File: src/rtl/io_port_hub.sv
// io_port_hub
//   I/O port hub between the PicoBlaze port bus and the peripherals (RTC engine,
//   PS/2 controller, VGA register file). It provides:
//   - a contiguous window of read channels,
//   - a write-register bank that is also reachable through k_write_strobe,
//   - sticky event flags that clear when the status port is read,
//   - a masked interrupt request with an acknowledge handshake.
//
// Ports
//   clk, reset      system clock; asynchronous active-high reset
//   port_id         PicoBlaze port address
//   read_strobe     PicoBlaze input strobe (only used for clear-on-read of the flags)
//   write_strobe    PicoBlaze output strobe
//   k_write_strobe  PicoBlaze constant-output strobe (decodes port_id[3:0] only)
//   out_port        PicoBlaze output data
//   in_port         registered read data, valid one cycle after port_id
//   rd_data         flattened read channels, channel i = rd_data[8i+7:8i]
//   evt_pulse       one-cycle event pulses that set the sticky flags
//   wr_regs         flattened write-register contents
//   wr_pulse        one-cycle pulse per register, aligned with its new value
//   interrupt       interrupt request to PicoBlaze
//   interrupt_ack   PicoBlaze interrupt acknowledge
module io_port_hub #(
  parameter int         N_CH        = 12,
  parameter logic [7:0] RD_BASE     = 8'h12,
  parameter int         N_WR        = 8,
  parameter logic [7:0] WR_BASE     = 8'h20,
  parameter bit         K_WR_EN     = 1'b1,
  parameter int         N_EVT       = 4,
  parameter logic [7:0] STATUS_ADDR = 8'h0F,
  parameter logic [7:0] MASK_ADDR   = 8'h0E
) (
  input  logic                clk,
  input  logic                reset,
  input  logic [7:0]          port_id,
  input  logic                read_strobe,
  input  logic                write_strobe,
  input  logic                k_write_strobe,
  input  logic [7:0]          out_port,
  output logic [7:0]          in_port,
  input  logic [8*N_CH-1:0]   rd_data,
  input  logic [N_EVT-1:0]    evt_pulse,
  output logic [8*N_WR-1:0]   wr_regs,
  output logic [N_WR-1:0]     wr_pulse,
  output logic                interrupt,
  input  logic                interrupt_ack
);

  // The address windows use 8-bit arithmetic, so they must not run past 8'hFF.
  if (int'(RD_BASE) + N_CH > 256) begin : g_rd_window_check
    $error("io_port_hub: read window wraps past 8'hFF");
  end
  if (int'(WR_BASE) + N_WR > 256) begin : g_wr_window_check
    $error("io_port_hub: write window wraps past 8'hFF");
  end

  typedef enum logic [1:0] {S_IDLE, S_REQ, S_SERVICE} state_t;

  state_t             state;
  logic [N_EVT-1:0]   flags;
  logic [N_EVT-1:0]   mask;
  logic [7:0]         rd_mux;
  logic [N_WR-1:0]    wr_hit;
  logic               mask_wr;
  logic               status_clr;
  logic               pending;

  assign mask_wr    = write_strobe && (port_id == MASK_ADDR);
  assign status_clr = read_strobe && (port_id == STATUS_ADDR);
  assign pending    = |(flags & mask);

  // Read decode: status, then mask, then the channel window; anything else reads 0.
  always_comb begin
    rd_mux = 8'h00;
    if (port_id == STATUS_ADDR) begin
      rd_mux = 8'(flags);
    end else if (port_id == MASK_ADDR) begin
      rd_mux = 8'(mask);
    end else begin
      for (int i = 0; i < N_CH; i++) begin
        if (port_id == RD_BASE + 8'(i)) rd_mux = rd_data[8*i +: 8];
      end
    end
  end

  // Write decode: write_strobe takes priority; k_write_strobe only sees port_id[3:0].
  always_comb begin
    wr_hit = '0;
    for (int j = 0; j < N_WR; j++) begin
      if (write_strobe) begin
        if (port_id == WR_BASE + 8'(j)) wr_hit[j] = 1'b1;
      end else if (K_WR_EN && k_write_strobe && (port_id[3:0] == 4'(j))) begin
        wr_hit[j] = 1'b1;
      end
    end
  end

  // Register stage: read data, flags, mask and write bank.
  always_ff @(posedge clk or posedge reset) begin
    if (reset) begin
      in_port  <= 8'h00;
      flags    <= '0;
      mask     <= '0;
      wr_regs  <= '0;
      wr_pulse <= '0;
    end else begin
      // in_port captures the pre-clear flags; a new event beats the clear.
      in_port  <= rd_mux;
      flags    <= (status_clr ? '0 : flags) | evt_pulse;
      wr_pulse <= wr_hit;
      if (mask_wr) mask <= out_port[N_EVT-1:0];
      for (int j = 0; j < N_WR; j++) begin
        if (wr_hit[j]) wr_regs[8*j +: 8] <= out_port;
      end
    end
  end

  // Interrupt handshake. After an acknowledge the request stays quiet until
  // every masked flag has been read-cleared, so events during service do not
  // cause a second request.
  always_ff @(posedge clk or posedge reset) begin
    if (reset) begin
      state     <= S_IDLE;
      interrupt <= 1'b0;
    end else begin
      case (state)
        S_IDLE: begin
          if (pending) begin
            state     <= S_REQ;
            interrupt <= 1'b1;
          end
        end
        S_REQ: begin
          if (mask_wr && (out_port[N_EVT-1:0] == '0)) begin
            state     <= S_IDLE;
            interrupt <= 1'b0;
          end else if (interrupt_ack) begin
            state     <= S_SERVICE;
            interrupt <= 1'b0;
          end
        end
        S_SERVICE: begin
          interrupt <= 1'b0;
          if (!pending) state <= S_IDLE;
        end
        default: begin
          state     <= S_IDLE;
          interrupt <= 1'b0;
        end
      endcase
    end
  end

endmodule

File: config.mk
export PLATFORM = sky130hd
export DESIGN_NAME = io_port_hub
export DESIGN_NICKNAME = d
export VERILOG_FILES = /design/src/rtl/io_port_hub.sv
export SDC_FILE = /design/constraint.sdc
export NUM_CORES = 1
export LEC_CHECK = 0
export CAP_MARGIN = 15
export CELL_PAD_IN_SITES_DETAIL_PLACEMENT = 0
export CELL_PAD_IN_SITES_GLOBAL_PLACEMENT = 1
export CORE_AREA = 5 5 131 133
export CTS_BUF_LIST = sky130_fd_sc_hd__clkbuf_8
export DETAILED_ROUTE_END_ITERATION = 10
export DIE_AREA = 0 0 136 138
export PLACE_DENSITY = 0.81
export SYNTH_ARGS = -nofsm -noshare
export SYNTH_HDL_FRONTEND = slang
export SYNTH_SLANG_ARGS = --single-unit
File: constraint.sdc
create_clock -name clk -period 3.01 [get_ports clk]
set_input_delay 0.4515 -clock clk [delete_from_list [all_inputs] [get_ports clk]]
set_output_delay 0.4515 -clock clk [all_outputs]
set_load 0.005 [all_outputs]
==> qor.csv, run 1 <==
metric;value;unit
outcome;finished, final reports clean;
fin_worst_skew;0.009702;ns
viasPerCell;5.066;
hpwlAfterDp;14110;µm
dp_cells;830;
instances_no_fill;846;
area_growth;56.52;%
worstPathArrival;2.68;ns
numClockSinks;91;
antenna_left;0;
critPathBufInv;1;
ctsHoldBuffers;0;
start_kind;primary input;
drive_gt1_frac;0.2206;
seq_area_frac_synth;0.4875;
maxSlewViolCount;0;
peakVddDrop;0.4731;mV
wire_per_inst;21.56;µm
first_pass_iters;5;
antenna_found_initial;0;
coreArea;15710;µm²
synth-edff-count;0;
drc_errors;0;
synth_ff_type;dfrtp_1;
hold_viol;0;
num_rows;46;
ys_ff_latch;91;
pin_count;203;
ys_types;58;
synth_top_area_cell;dfrtp_1;
post-route-period-util;0.8056;
numCtsBuffers;9;
ys_top_cells_by_count;dfrtp_1, mux2_2, nand2_1, nor2_1, o21ai_0;
die_y;138;µm
post_cts_buffers;0;
synthMostInstantiatedCell;dfrtp_1;
power_density;474.1;nW/µm²
clock-root-buffer;clkbuf_8;
r2r-start;mask[2];
async_flop_share;1.000;
portBuffers;202;
grt_max_degree;33;
gp_congestion;0.8553;
fmax;412.4;MHz
endpoint_kind;flip-flop;
syn_inst;406;
synth_top_area_frac;0.4875;
track_usage;0.1919;
post_cts_resized;0;
clkLatencyLatePin;0.37;ns
grt_pass1_vias;4689;
path_max_fanout;9;
die_x;136;µm
grt-ovfl-total;0;
syn-num-nets;528;
critical_path_class;primary input to flip-flop;
antenna_cells;0;
synth.top_cells.by_area;dfrtp_1, mux2_2, mux2i_1;
cts_tree;done;
routed_wl;18240;µm
min_path_type;primary input to asynchronous set/reset pin;
clk_pin_slew;0.10;ns
yosysWarningCount;0;
p_leak;2.996;nW
setup_viol;0;
crit_required;3.26;ns
grt_first_pass_wirelength;27860;µm
hold_slack;0.4449;ns
critPathLaunch;port_id[7];
worstPathCellList;clkdlybuf4s50_1, nor3_1, a31oi_1, nand2b_1, nor2_2, mux2_2;
initial_core_util;0.2973;
first_iter_violations;327;
htree_levels;3;
crit_slowest_cell;clkdlybuf4s50_1;
clock_path_buffers;2;
finalSetupTns;0;ns
tightest_slew;0.6626;ns
dieArea;18770;µm²
period_needed;2.425;ns
vias;4286;
rsz0062_at_grt;false;
syn_area_per_cell;11.50;µm²
slowest_delay;0.46;ns
synthesis.area;4671;µm²
drv_cap;0;
cp_num_cells;6;
nets;747;
relSlewSlack;0.5469;
critical-path-top-delay-family;simple AND/OR/NAND/NOR gates;
r2r.worst_path.cells;4;
## layout by cell type, fill, tap and decap left out, types with 4 or more instances in the layout
master | netlist | routed
clkbuf_8 | 0 | 11
a21oi_1 | 12 | 12
clkdlybuf4s50_1 | 0 | 201
mux2i_1 | 10 | 10
a22oi_1 | 6 | 6
buf_4 | 0 | 30
or3_1 | 4 | 4
a21o_1 | 4 | 4
o22ai_1 | 7 | 7
o21ai_0 | 13 | 13
dfrtp_1 | 91 | 91
nor3_1 | 5 | 5
o2111ai_1 | 4 | 4
a211oi_1 | 5 | 5
o211ai_1 | 6 | 6
mux2_2 | 77 | 77
inv_1 | 10 | 9
nand2b_1 | 10 | 10
nand2_1 | 17 | 17
nor2_1 | 16 | 16
a31oi_1 | 4 | 4
nor2b_1 | 8 | 8
nand4_1 | 7 | 7
nand3_1 | 11 | 11
## per-stage QoR
step | total power (W) | util | setup WS, ns | instance area [µm²]
detailed placement | 0.002613 | 0.4518 | 0.2085 | 7099
global placement | 0.002594 | 0.4518 | 0.1890 | 7099
finish | 0.003466 | 0.4653 | 0.5851 | 7311
CTS | 0.003514 | 0.4653 | 0.6150 | 7311
floorplan | 0.001886 | - | 0.1949 | 4671
global route | 0.003647 | 0.4653 | 0.4797 | 7311
## metal layers
layer,share of wire,up-vias,wire [µm],track usage
li1,-,1970,-,-
met1,0.40,2069,7386,0.2412
met2,0.46,219,8354,0.3043
met3,0.12,28,2131,0.07946
met4,0.020,0,369,0.05146
met5,0,-,0,0
## state kept, by name, indices dropped and copies added (netlist names)
name / count
mask: 4
wr_pulse: 8
wr_regs: 64
interrupt: 1
state: 2
flags: 4
in_port: 8
## layout make-up
class / instances / area, µm²
Fill cell: 1453 / 8402
Sequential cell: 91 / 2277
Timing Repair Buffer: 233 / 2262
Multi-Input combinational cell: 280 / 2251
Tap cell: 216 / 270.3
Clock buffer: 11 / 151.4
Clock inverter: 5 / 60.06
Inverter: 10 / 38.79
## power by group
group	switching, W	internal, W
Clock	0.000448	0.000432
Combinational	0.000377	0.000671
Sequential	0.000113	0.00142
## worst reg2reg max path, delay by kind of cell, from the launching register on
family           cells  cell delay [ns]
flip-flops           1             0.42
AND/OR/NAND/NOR      1             0.30
AO/OA/AOI/OAI        3             0.46
## worst paths after layout
kind                       slack, ns     endpoint
max in group asynchronous       1.89   wr_regs[5]
setup / recovery                0.59  wr_regs[41]
hold reg to reg                 0.50    interrupt
hold / removal                  0.44   in_port[1]
setup reg to reg                1.72   in_port[2]
min in group clk                0.50    interrupt
## cell families (layout without fill, tap and decap cells)
logic type,Yosys count,count (layout),share of synthesized area
simple gates,101,101,0.1267
compound gates,91,91,0.1433
flops,91,91,0.4875
mux,88,88,0.2119
buf+inv,35,259,0.03054
(Power assumes the default switching activity.)
==> run 2, diff against run 1 <==
==> constraint.sdc (replaced) <==
create_clock -name clk -period 2.4 [get_ports clk]
set_input_delay 0.36 -clock clk [delete_from_list [all_inputs] [get_ports clk]]
set_output_delay 0.36 -clock clk [all_outputs]
set_load 0.005 [all_outputs]
==> qor.csv, run 2 (synthesis results as in run 1) <==
metric;value;unit;change
outcome;finished, final reports clean;;
r2r-start;mask[1];;
pin_count;203;;unchanged
crit_required;2.69;ns;-0.57 ns
gp_congestion;0.8968;;+4.9%
area_growth;61.85;%;
power_density;560.4;nW/µm²;+18%
numClockSinks;91;;unchanged
post_cts_resized;0;;unchanged
clock_path_buffers;2;;unchanged
antenna_cells;0;;unchanged
hold_slack;0.4202;ns;-0.02470 ns
coreArea;15710;µm²;unchanged
die_y;138;µm;unchanged
grt_max_degree;46;;+39%
dieArea;18770;µm²;unchanged
largest-register;wr_regs;;
worstPathArrival;2.46;ns;-0.22 ns
wire_per_inst;21.20;µm;-1.7%
grt-ovfl-total;0;;unchanged
r2r.worst_path.cells;4;;unchanged
final_area;7560;µm²;+3.4%
peakVddDrop;0.4844;mV;+2.4%
drc_errors;0;;unchanged
rsz0062_at_grt;false;;
final_util;0.4811;;+0.01585
seqCellArea;2277;µm²;unchanged
drive_gt1_frac;0.2481;;+0.02745
cts_tree;done;;
p_leak;3.135;nW;+4.6%
num_rows;46;;unchanged
grt_pass1_vias;4871;;+3.9%
critPathLaunch;port_id[5];;
grt_first_pass_wirelength;28450;µm;+2.1%
ctsHoldBuffers;0;;unchanged
most-common-layout-cells;clkdlybuf4s50_1, dfrtp_1, mux2_2;;
first_pass_iters;9;;+4
clk_pin_slew;0.10;ns;about the same
clock-root-buffer;clkbuf_8;;
num-fill-cells;1468;;+1.0%
top_regs;wr_regs (64), in_port (8), wr_pulse (8);;
routed_wl;18430;µm;+1.0%
hpwlAfterDp;14320;µm;+1.4%
post_cts_buffers;0;;unchanged
hold_viol;0;;unchanged
htree_levels;3;;unchanged
track_usage;0.1946;;+0.002750
place_area;7382;µm²;+4.0%
r2r_setup_slack;1.12;ns;-0.60 ns
period_needed;2.176;ns;
drv_cap;0;;unchanged
tightest_slew;1.043;ns;+0.3805 ns
numCtsBuffers;9;;unchanged
first_iter_violations;232;;-29%
r2r_end;interrupt;;
fmax;459.6;MHz;
endpoint_kind;flip-flop;;
viasPerCell;5.135;;+1.4%
start_kind;primary input;;
portBuffers;202;;unchanged
path_max_fanout;8;;-1
critical_path_class;primary input to flip-flop;;
setup_viol;0;;unchanged
post-route-period-util;0.9066;;
fin_worst_skew;0.007086;ns;-0.002616 ns
die_x;136;µm;unchanged
antenna_left;0;;unchanged
nets;770;;+3.1%
clkLatencyLatePin;0.37;ns;about the same
maxSlewViolCount;0;;unchanged
crit_end;in_port[2];;
multi_input_area;2251;µm²;unchanged
min_path_type;primary input to asynchronous set/reset pin;;
largest_reg_flops;64;;unchanged
initial_core_util;0.2973;;unchanged
vias;4462;;+4.1%
antenna_found_initial;1;;+1
relSlewSlack;0.3032;;-0.2437
final_common_cell;clkdlybuf4s50_1;;
[run 2: worst min path at each step]
stage                        endpoint  slack (ns)      from  cells past startpoint
final                     wr_regs[50]        0.42     reset                      2
after detailed placement    interrupt        0.48  state[0]                      1
after CTS                  in_port[0]        0.42     reset                      2
after global placement      interrupt        0.47  state[1]                      1
after floorplan             interrupt        0.45  state[0]                      1
after global routing      wr_regs[50]        0.45     reset                      2
[run 2: layout make-up]
cell class / instances / share of cell area
Timing Repair Buffer: 256 / 0.3363
Sequential cell: 91 / 0.3012
Multi-Input combinational cell: 280 / 0.2977
Tap cell: 216 / 0.03575
Clock buffer: 10 / 0.01821
Inverter: 10 / 0.005462
Clock inverter: 6 / 0.005296
[run 2: metrics by stage]
| step | total power [W] | worst slack, ns | instances | TNS, ns |
|---|---|---|---|---|
| 2_1_floorplan | 0.002366 | 0.4529 | 406 | 0 |
| 3_3_place_gp | 0.003269 | -0.1656 | 853 | -3.837 |
| 3_5_place_dp | 0.003296 | -0.1741 | 853 | -4.622 |
| 4_1_cts | 0.004290 | 0.2242 | 869 | 0 |
| 5_1_grt | 0.004487 | 0.09480 | 869 | 0 |
| 6_report | 0.004236 | 0.2241 | 869 | 0 |
[run 2: power by group]
group / internal [W] / switching (W) / leakage (nW)
logic: 0.000866 / 0.000466 / 1.87
registers: 0.00179 / 0.000145 / 1.16
clock network: 0.000407 / 0.000564 / 0.0982
[run 2: metal layers]
metal	wire [µm]	track usage
met5	11	0
met4	502	0.06472
met1	7330	0.2391
met2	8534	0.3100
met3	2047	0.07910
[run 2: critical path, stage by stage]
cell and delay (ns):
clkdlybuf4s50_1 0.45, or4b_1 0.58, buf_4 0.20, nor2_1 0.20
buf_4 0.19, o211ai_1 0.16, o311a_1 0.18, a211oi_2 0.13
